`src/rtl/wb_arbiter.sv`:
```
// rtl/wb_arbiter.sv - writeback arbiter merging ALU and long-latency results onto the register file write port
module wb_arbiter #(
  parameter int DEPTH        = 2,
  parameter int STARVE_LIMIT = 4
) (
  input  logic        clk,
  input  logic        rst,
  input  logic        alu_valid,
  input  logic [4:0]  alu_rd,
  input  logic [31:0] alu_data,
  input  logic        long_valid,
  input  logic [4:0]  long_rd,
  input  logic [31:0] long_data,
  output logic        long_ready,
  output logic        stall,
  output logic        err,
  output logic        w_enable,
  output logic [4:0]  w_addr,
  output logic [31:0] w_data
);

  localparam int AW = $clog2(DEPTH);
  localparam int CW = AW + 1;
  localparam int SW = $clog2(STARVE_LIMIT + 1);
  localparam logic [CW-1:0] FULL = CW'(DEPTH);
  localparam logic [SW-1:0] SMAX = SW'(STARVE_LIMIT);

  logic [4:0]    rd_mem   [DEPTH];
  logic [31:0]   data_mem [DEPTH];
  logic [AW-1:0] wr_ptr;
  logic [AW-1:0] rd_ptr;
  logic [CW-1:0] count;
  logic [SW-1:0] starve_cnt;

  logic alu_eff;
  logic fifo_nonempty;
  logic push;
  logic pop;

  // x0 writes are architecturally invisible, so they are filtered before arbitration
  always_comb begin
    alu_eff       = alu_valid && (alu_rd != 5'd0);
    fifo_nonempty = (count != '0);
    long_ready    = (count < FULL);
    stall         = (starve_cnt == SMAX);
    push          = long_valid && long_ready && (long_rd != 5'd0);
    pop           = !alu_eff && fifo_nonempty;
  end

  always_ff @(posedge clk) begin
    if (push) begin
      rd_mem[wr_ptr]   <= long_rd;
      data_mem[wr_ptr] <= long_data;
    end
  end

  always_ff @(posedge clk or posedge rst) begin
    if (rst) begin
      wr_ptr     <= '0;
      rd_ptr     <= '0;
      count      <= '0;
      starve_cnt <= '0;
      err        <= 1'b0;
      w_enable   <= 1'b0;
      w_addr     <= '0;
      w_data     <= '0;
    end else begin
      // An ALU result issued during stall still wins; only the flag records it
      if (alu_eff) begin
        w_enable <= 1'b1;
        w_addr   <= alu_rd;
        w_data   <= alu_data;
      end else if (pop) begin
        w_enable <= 1'b1;
        w_addr   <= rd_mem[rd_ptr];
        w_data   <= data_mem[rd_ptr];
        rd_ptr   <= rd_ptr + 1'b1;
      end else begin
        w_enable <= 1'b0;
      end

      if (push) wr_ptr <= wr_ptr + 1'b1;

      case ({push, pop})
        2'b10:   count <= count + 1'b1;
        2'b01:   count <= count - 1'b1;
        default: count <= count;
      endcase

      if (pop || !fifo_nonempty) starve_cnt <= '0;
      else if (starve_cnt != SMAX) starve_cnt <= starve_cnt + 1'b1;

      if (alu_eff && stall) err <= 1'b1;
    end
  end

endmodule
```
`config.mk`:
```
export PLATFORM = sky130hd
export DESIGN_NAME = wb_arbiter
export DESIGN_NICKNAME = d
export VERILOG_FILES = /design/src/rtl/wb_arbiter.sv
export SDC_FILE = /design/constraint.sdc
export NUM_CORES = 1
export LEC_CHECK = 0
export BUFFER_PORTS_ARGS = -buffer_cell sky130_fd_sc_hd__buf_2
export CAP_MARGIN = 20
export CORE_MARGIN = 2
export CORE_UTILIZATION = 52
export CTS_CLUSTER_SIZE = 8
export DETAILED_ROUTE_END_ITERATION = 8
export GPL_TIMING_DRIVEN = 0
export HOLD_SLACK_MARGIN = 0.12
export PLACE_DENSITY = 0.89
export SLEW_MARGIN = 25
export SYNTH_ARGS = -nofsm -noshare
export SYNTH_HDL_FRONTEND = slang
export SYNTH_SLANG_ARGS = --single-unit
```
`constraint.sdc`:
```
create_clock -name clk -period 3.15 [get_ports clk]
set_input_delay 0.1575 -clock clk [delete_from_list [all_inputs] [get_ports clk]]
set_output_delay 0.1575 -clock clk [all_outputs]
set_load 0.01 [all_outputs]
```
Word level (Yosys, flattened, before mapping)
Memories as Yosys holds them, arrays and structs flattened.
Index checks and enable logic that the tools add are counted.
{"block": "word_totals", "regBits": 46, "ramBits": 74, "input_bits": 78, "out_inout_bits": 41, "wordCells": 47, "memories": 2}
{"name": "data_mem", "depth": 2, "word_bits": 32, "read_ports": 1, "rd_ports_with_merged_regs": 0, "write_ports": 1, "line": "29", "source": "logic [31:0] data_mem [DEPTH];"}
{"name": "rd_mem", "depth": 2, "word_bits": 5, "read_ports": 1, "rd_ports_with_merged_regs": 0, "write_ports": 1, "line": "28", "source": "logic [4:0] rd_mem [DEPTH];"}
{"block": "op_classes", "addsub": 5, "order_cmp": 1, "eq_ne": 4, "muxes": 11, "bitwise_logic": 1, "n_reduce_logical": 15}
{"cell": "$mux 32", "n": 2}
{"cell": "$mux 5", "n": 2}
{"cell": "$reduce_bool 5->1", "n": 2}
{"cell": "$reduce_bool 2->1", "n": 4}
{"cell": "$mux 3", "n": 2}
{"cell": "$logic_and 1x1->1", "n": 5}
{"cell": "$mux 1", "n": 4}
{"cell": "$pmux 2 s2", "n": 1}
{"cell": "$add 3x1->3 const B", "n": 1}
{"cell": "$eq 3x3->1 const B", "n": 1}
{"cell": "$ne 3x3->1 const B", "n": 1}
{"cell": "$add 1x1->1 const B", "n": 2}
{"cell": "$add 2x1->2 const B", "n": 1}
{"cell": "$eq 2x1->1 const B", "n": 1}
{"cell": "$eq 2x2->1 const B", "n": 1}
{"cell": "$logic_not 1->1", "n": 2}
{"cell": "$lt 2x2->1 const B", "n": 1}
{"cell": "$reduce_and 2->1", "n": 1}
{"cell": "$sub 2x1->2 const B", "n": 1}
{"cell": "$logic_or 1x1->1", "n": 1}
{"cell": "$not 1->1", "n": 1}

Logic depth before layout (Yosys ltp)
{"block": "logic_depth", "word_depth": 6, "mapped_depth": 8, "ltp_nobuf": 7}

Worst setup path after synthesis
No wires, ideal clock.
{"block": "synth_timing", "path_kind": "register to register", "start": "register count[1]", "end": "memory data_mem[0][0], enable pin", "setup_time_ps": 431, "t_arrival_ps": 2379, "t_required_ps": 2719, "slack_ps": 340, "stages_incl_launch_ff": 5, "path_buffers": 1, "period_less_slack_ps": 2810, "cell_sequence": "dfrtp_1 > buf_2 > inv_1 > o211ai_2 > nor2_1"}
{"block": "synth_between", "elab_chain_cells": 5}
{"element": "from (decl)", "line": "32", "source": "logic [CW-1:0] count;"}
{"element": "from (signal assigned)", "line": "85", "source": "2'b10: count <= count + 1'b1;"}
{"element": "from (signal assigned)", "line": "86", "source": "2'b01: count <= count - 1'b1;"}
{"element": "from (signal assigned)", "line": "87", "source": "default: count <= count;"}
{"element": "$lt 2x2->1", "line": "44", "source": "long_ready = (count < FULL);"}
{"element": "via long_ready", "line": "14", "source": "output logic long_ready,"}
{"element": "$logic_and 1x1->1 (2 in a row)", "line": "46", "source": "push = long_valid && long_ready && (long_rd != 5'd0);"}
{"element": "$mux 1", "line": "51", "source": "if (push) begin"}
{"element": "$mux 1 (not written as such)", "line": "53", "source": "data_mem[wr_ptr] <= long_data;"}
{"element": "to (decl)", "line": "29"}
The timed path passes the listed nets, and every way through them passes these cells.

Worst setup path in the final report
{"block": "layout_timing", "start": "register rd_ptr", "end": "register w_addr[2]"}
{"block": "layout_between", "elab_chain_cells": 3}
{"element": "from (decl)", "line": "31", "source": "logic [AW-1:0] rd_ptr;"}
{"element": "from (signal assigned)", "line": "77", "source": "rd_ptr <= rd_ptr + 1'b1;"}
{"element": "$mem_v2 2x5"}
{"element": "$mux 5", "line": "73", "source": "end else if (pop) begin"}
{"element": "$mux 5", "line": "69", "source": "if (alu_eff) begin"}
{"element": "to (signal assigned)", "line": "71", "source": "w_addr <= alu_rd;"}
{"element": "to (signal assigned)", "line": "75", "source": "w_addr <= rd_mem[rd_ptr];"}
{"element": "to (decl)", "line": "18", "source": "output logic [4:0] w_addr,"}
No other way between the ends. The select of a mux whose other input is x is not followed.
A chain may end at the register's enable or synchronous reset.

==> impl_results.md <==
- First-pass GRT wire length: 20500 um
- Worst Skew: 0.00727 ns
- H-Tree Depth: 4
- Total congestion overflow: 0
- Part of the Yosys area used for sequential elements: 68.6%
- Hold-fix buffer count after cts: 82
- Synth area leader: edfxtp_1
- Via-to-Cell Ratio: 5.51
- Final routed DRC violation total: 0
- Yosys warns: 0
- Hold violation total from the final report: 0
- Pre-Repair DR Iteration Count: 4
- Global-route usage over all layers: 27.1%
- Worst Hold Class: in -> async
- DP HPWL: 7570 um
- Source-to-sink clock delay at the later pin of the worst-skew pair: 0.49 ns
- RSZ-0062 raised after global routing: false
- Clock Tree Root: clkbuf_8
- Yosys reg bits: 120
- VDD IR-drop max: 530 uV
- Number of violations reported at the end of detailed-routing iteration 0: 154
- Number of distinct library cells after synthesis: 32
- Routed WL per cell: 19.5 um
- Standby leakage power: 2.96 nW
- Number of buffers inserted during clock tree synthesis: 17
- Max capacitance violation total: 0
- Placed Instance Area: 5740 um^2
- Standard-cell row count: 35
- Nets in the synthesized netlist: 413
- Share of cells above drive strength 1: 36.0%
- Mapped Area: 4920 um^2
- Layout-stage area growth over the synthesis result: 45.0%
- Post-synth top area share: 45.2%
- Effective utilization at floorplan: 53.5%
- Post-layout instance area: 7130 um^2
- Maximum operating frequency: 446 MHz
- Setup slack of the worst register-to-register path: 0.91 ns
- Setup Viol. Count Final: 0
- Via count of the first global-routing pass: 4129
- Number of buffer cells added on primary ports: 118
- Element type at the critical path start: register
- Share of the core filled with cells: 77.5%
- Max-slew violation count: 0
- Number of routed nets with antenna violations: 0
- Classification of the worst setup path: reg -> reg
- Global placement routability congestion: 0.766
- Overall die area: 10200 um^2
- Floorplan core area: 9200 um^2
- Number of setup buffers added after CTS: 0
- Post-cts gate resize count: 0
- Source of the worst register-to-register timing path: rd_ptr$_DFFE_PP0P_
- Maximum number of pins on one net before global-route repair: 25
- Sort of element at the end of the critical path: register
- Result of the run: complete, no violations
- Die height: 101 um
- Gate count after technology mapping: 332
- Worst slew margin: 51.3%
- CTS tree: done
- P per Cell Area: 867 nW/um^2
- Clock transition at path regs: 0.06 ns
- End of the worst register-to-register path: w_addr[2]$_DFFE_PP0P_
- Final worst setup slack: 0.907 ns
- Clk buf depth: 2
- Post-placement setup slack: 1.08 ns
- Highest net fanout along the worst path: 10
- Initial antenna violation count: 0
- Post-synthesis average cell area: 14.8 um^2
- Routed vias: 3733
- CP Data Arrival Time: 2.61 ns
- Total wire length: 13200 um
- Die outline width: 101 um
- Part of the cycle the worst path needs: 71.2%
- Post-route setup TNS: 0 ns
- Cell depth of the worst flop-to-flop path: 6
- Period minus WS final: 2.24 ns
- Layout net count: 635
- CP required: 3.51 ns
- Top-level I/O count: 119
- Clock Sinks: 120
- Transition time of the tightest slew-check pin: 0.728 ns
- Antenna Cells: 0
- Top area cells in the synthesized netlist: edfxtp_1 45%, dfrtp_1 23%, mux2i_1 7.1%, mux2_2 6.6%, nor3_1 3.9%
power breakdown:
group | internal (mW) | total (mW) | switching (mW)
sequential | 2.11 | 2.29 | 0.182
clock | 1.18 | 1.83 | 0.653
combinational | 0.885 | 2.06 | 1.17
total | 4.18 | 6.18 | 2.01
cell usage in the layout (no fill, tap or decap), types with 5 or more instances in the layout:
master,synthesis,routed
a21oi_1,34,34
buf_2,11,129
clkbuf_1,6,9
clkbuf_16,0,16
dfrtp_1,46,46
dlygate4sd3_1,0,82
edfxtp_1,74,74
inv_1,6,5
mux2_2,29,29
mux2i_1,35,35
nand2_1,5,5
nor2_1,9,7
nor3_1,38,38
xnor2_1,5,5
Yosys cell counts:
library cell,instances
or2_2,2
mux2_4,3
ha_1,3
xnor2_1,5
nor3_1,38
a21o_1,1
mux2i_1,35
inv_1,6
a21oi_1,34
o21ai_4,1
edfxtp_1,74
nor2b_1,3
buf_6,1
mux2_2,29
or4_1,1
a22o_1,2
nand3b_1,1
nor2_1,9
o31ai_1,3
o21ai_0,2
buf_8,1
o21a_1,1
buf_4,2
o211ai_2,1
buf_2,11
clkbuf_1,6
dfrtp_1,46
or3_4,1
buf_1,1
a211oi_1,3
o2bb2ai_1,1
nand2_1,5
critical path, cell delays in order (launching register included):
cell	delay [ns]
dfrtp_1	0.32
buf_2	0.17
clkbuf_1	0.48
mux2i_1	0.25
a21oi_1	0.09
a22o_1	0.22
dlygate4sd3_1	0.58
cell families after synthesis:
group | Yosys count | synth area share [%]
compound gates | 49 | 6.01
flops | 120 | 68.6
simple gates | 60 | 6.11
fa+ha+maj | 3 | 0.763
xor+xnor | 5 | 0.891
mux | 67 | 14.7
buf+inv | 28 | 2.95
per-layer routing:
| layer | global-route usage (%) | routed length [um] | part of all wire, % | vias to the layer above |
|---|---|---|---|---|
| met1 | 29.6 | 4920 | 37 | 1858 |
| li1 | - | - | - | 1681 |
| met5 | 0 | 0 | 0 | - |
| met2 | 50.4 | 7370 | 56 | 158 |
| met3 | 4.90 | 557 | 4.2 | 36 |
| met4 | 13.6 | 352 | 2.7 | 0 |
through the flow:
| stage | power (mW) | std cells | hold slack [ns] |
|---|---|---|---|
| finish | 6.18 | 678 | 0.306 |
| global route | 6.49 | 678 | 0.334 |
| CTS | 6.14 | 678 | 0.279 |
| detailed placement | 4.23 | 564 | 0.247 |
| global placement | 4.07 | 561 | 0.347 |
| floorplan | 3.52 | 332 | 0.256 |
registers in the layout, summed over array words and instances, names as in the netlist:
| signal | flops |
|---|---|
| rd_mem | 10 |
| count | 2 |
| wr_ptr | 1 |
| rd_ptr | 1 |
| err | 1 |
| starve_cnt | 3 |
| w_data | 32 |
| w_enable | 1 |
| w_addr | 5 |
| data_mem | 64 |
worst max-delay path by stage:
stage | start | endpoint | slack (ns)
after global placement | count[1]$_DFFE_PP0P_ | data_mem[0][8]$_DFFE_PP_ | -0.52
after CTS | rd_ptr$_DFFE_PP0P_ | w_addr[3]$_DFFE_PP0P_ | 0.94
final | rd_ptr$_DFFE_PP0P_ | w_addr[2]$_DFFE_PP0P_ | 0.91
after floorplan | count[1]$_DFFE_PP0P_ | data_mem[0][0]$_DFFE_PP_ | 0.34
after global routing | rd_ptr$_DFFE_PP0P_ | w_addr[2]$_DFFE_PP0P_ | 0.80
after detailed placement | count[1]$_DFFE_PP0P_ | data_mem[1][11]$_DFFE_PP_ | 1.08
final cells by class:
cell class                      count  area [um^2]
Buffer                             22          123
Inverter                            6         22.5
Multi-Input combinational cell    184         1410
Sequential cell                   120         3370
Timing Repair Buffer              203         1490
Clock buffer                       23          467
Clock inverter                      9         98.8
Tap cell                          111          139
Fill cell                         526         2070
Power figures use the tool's default switching activity.
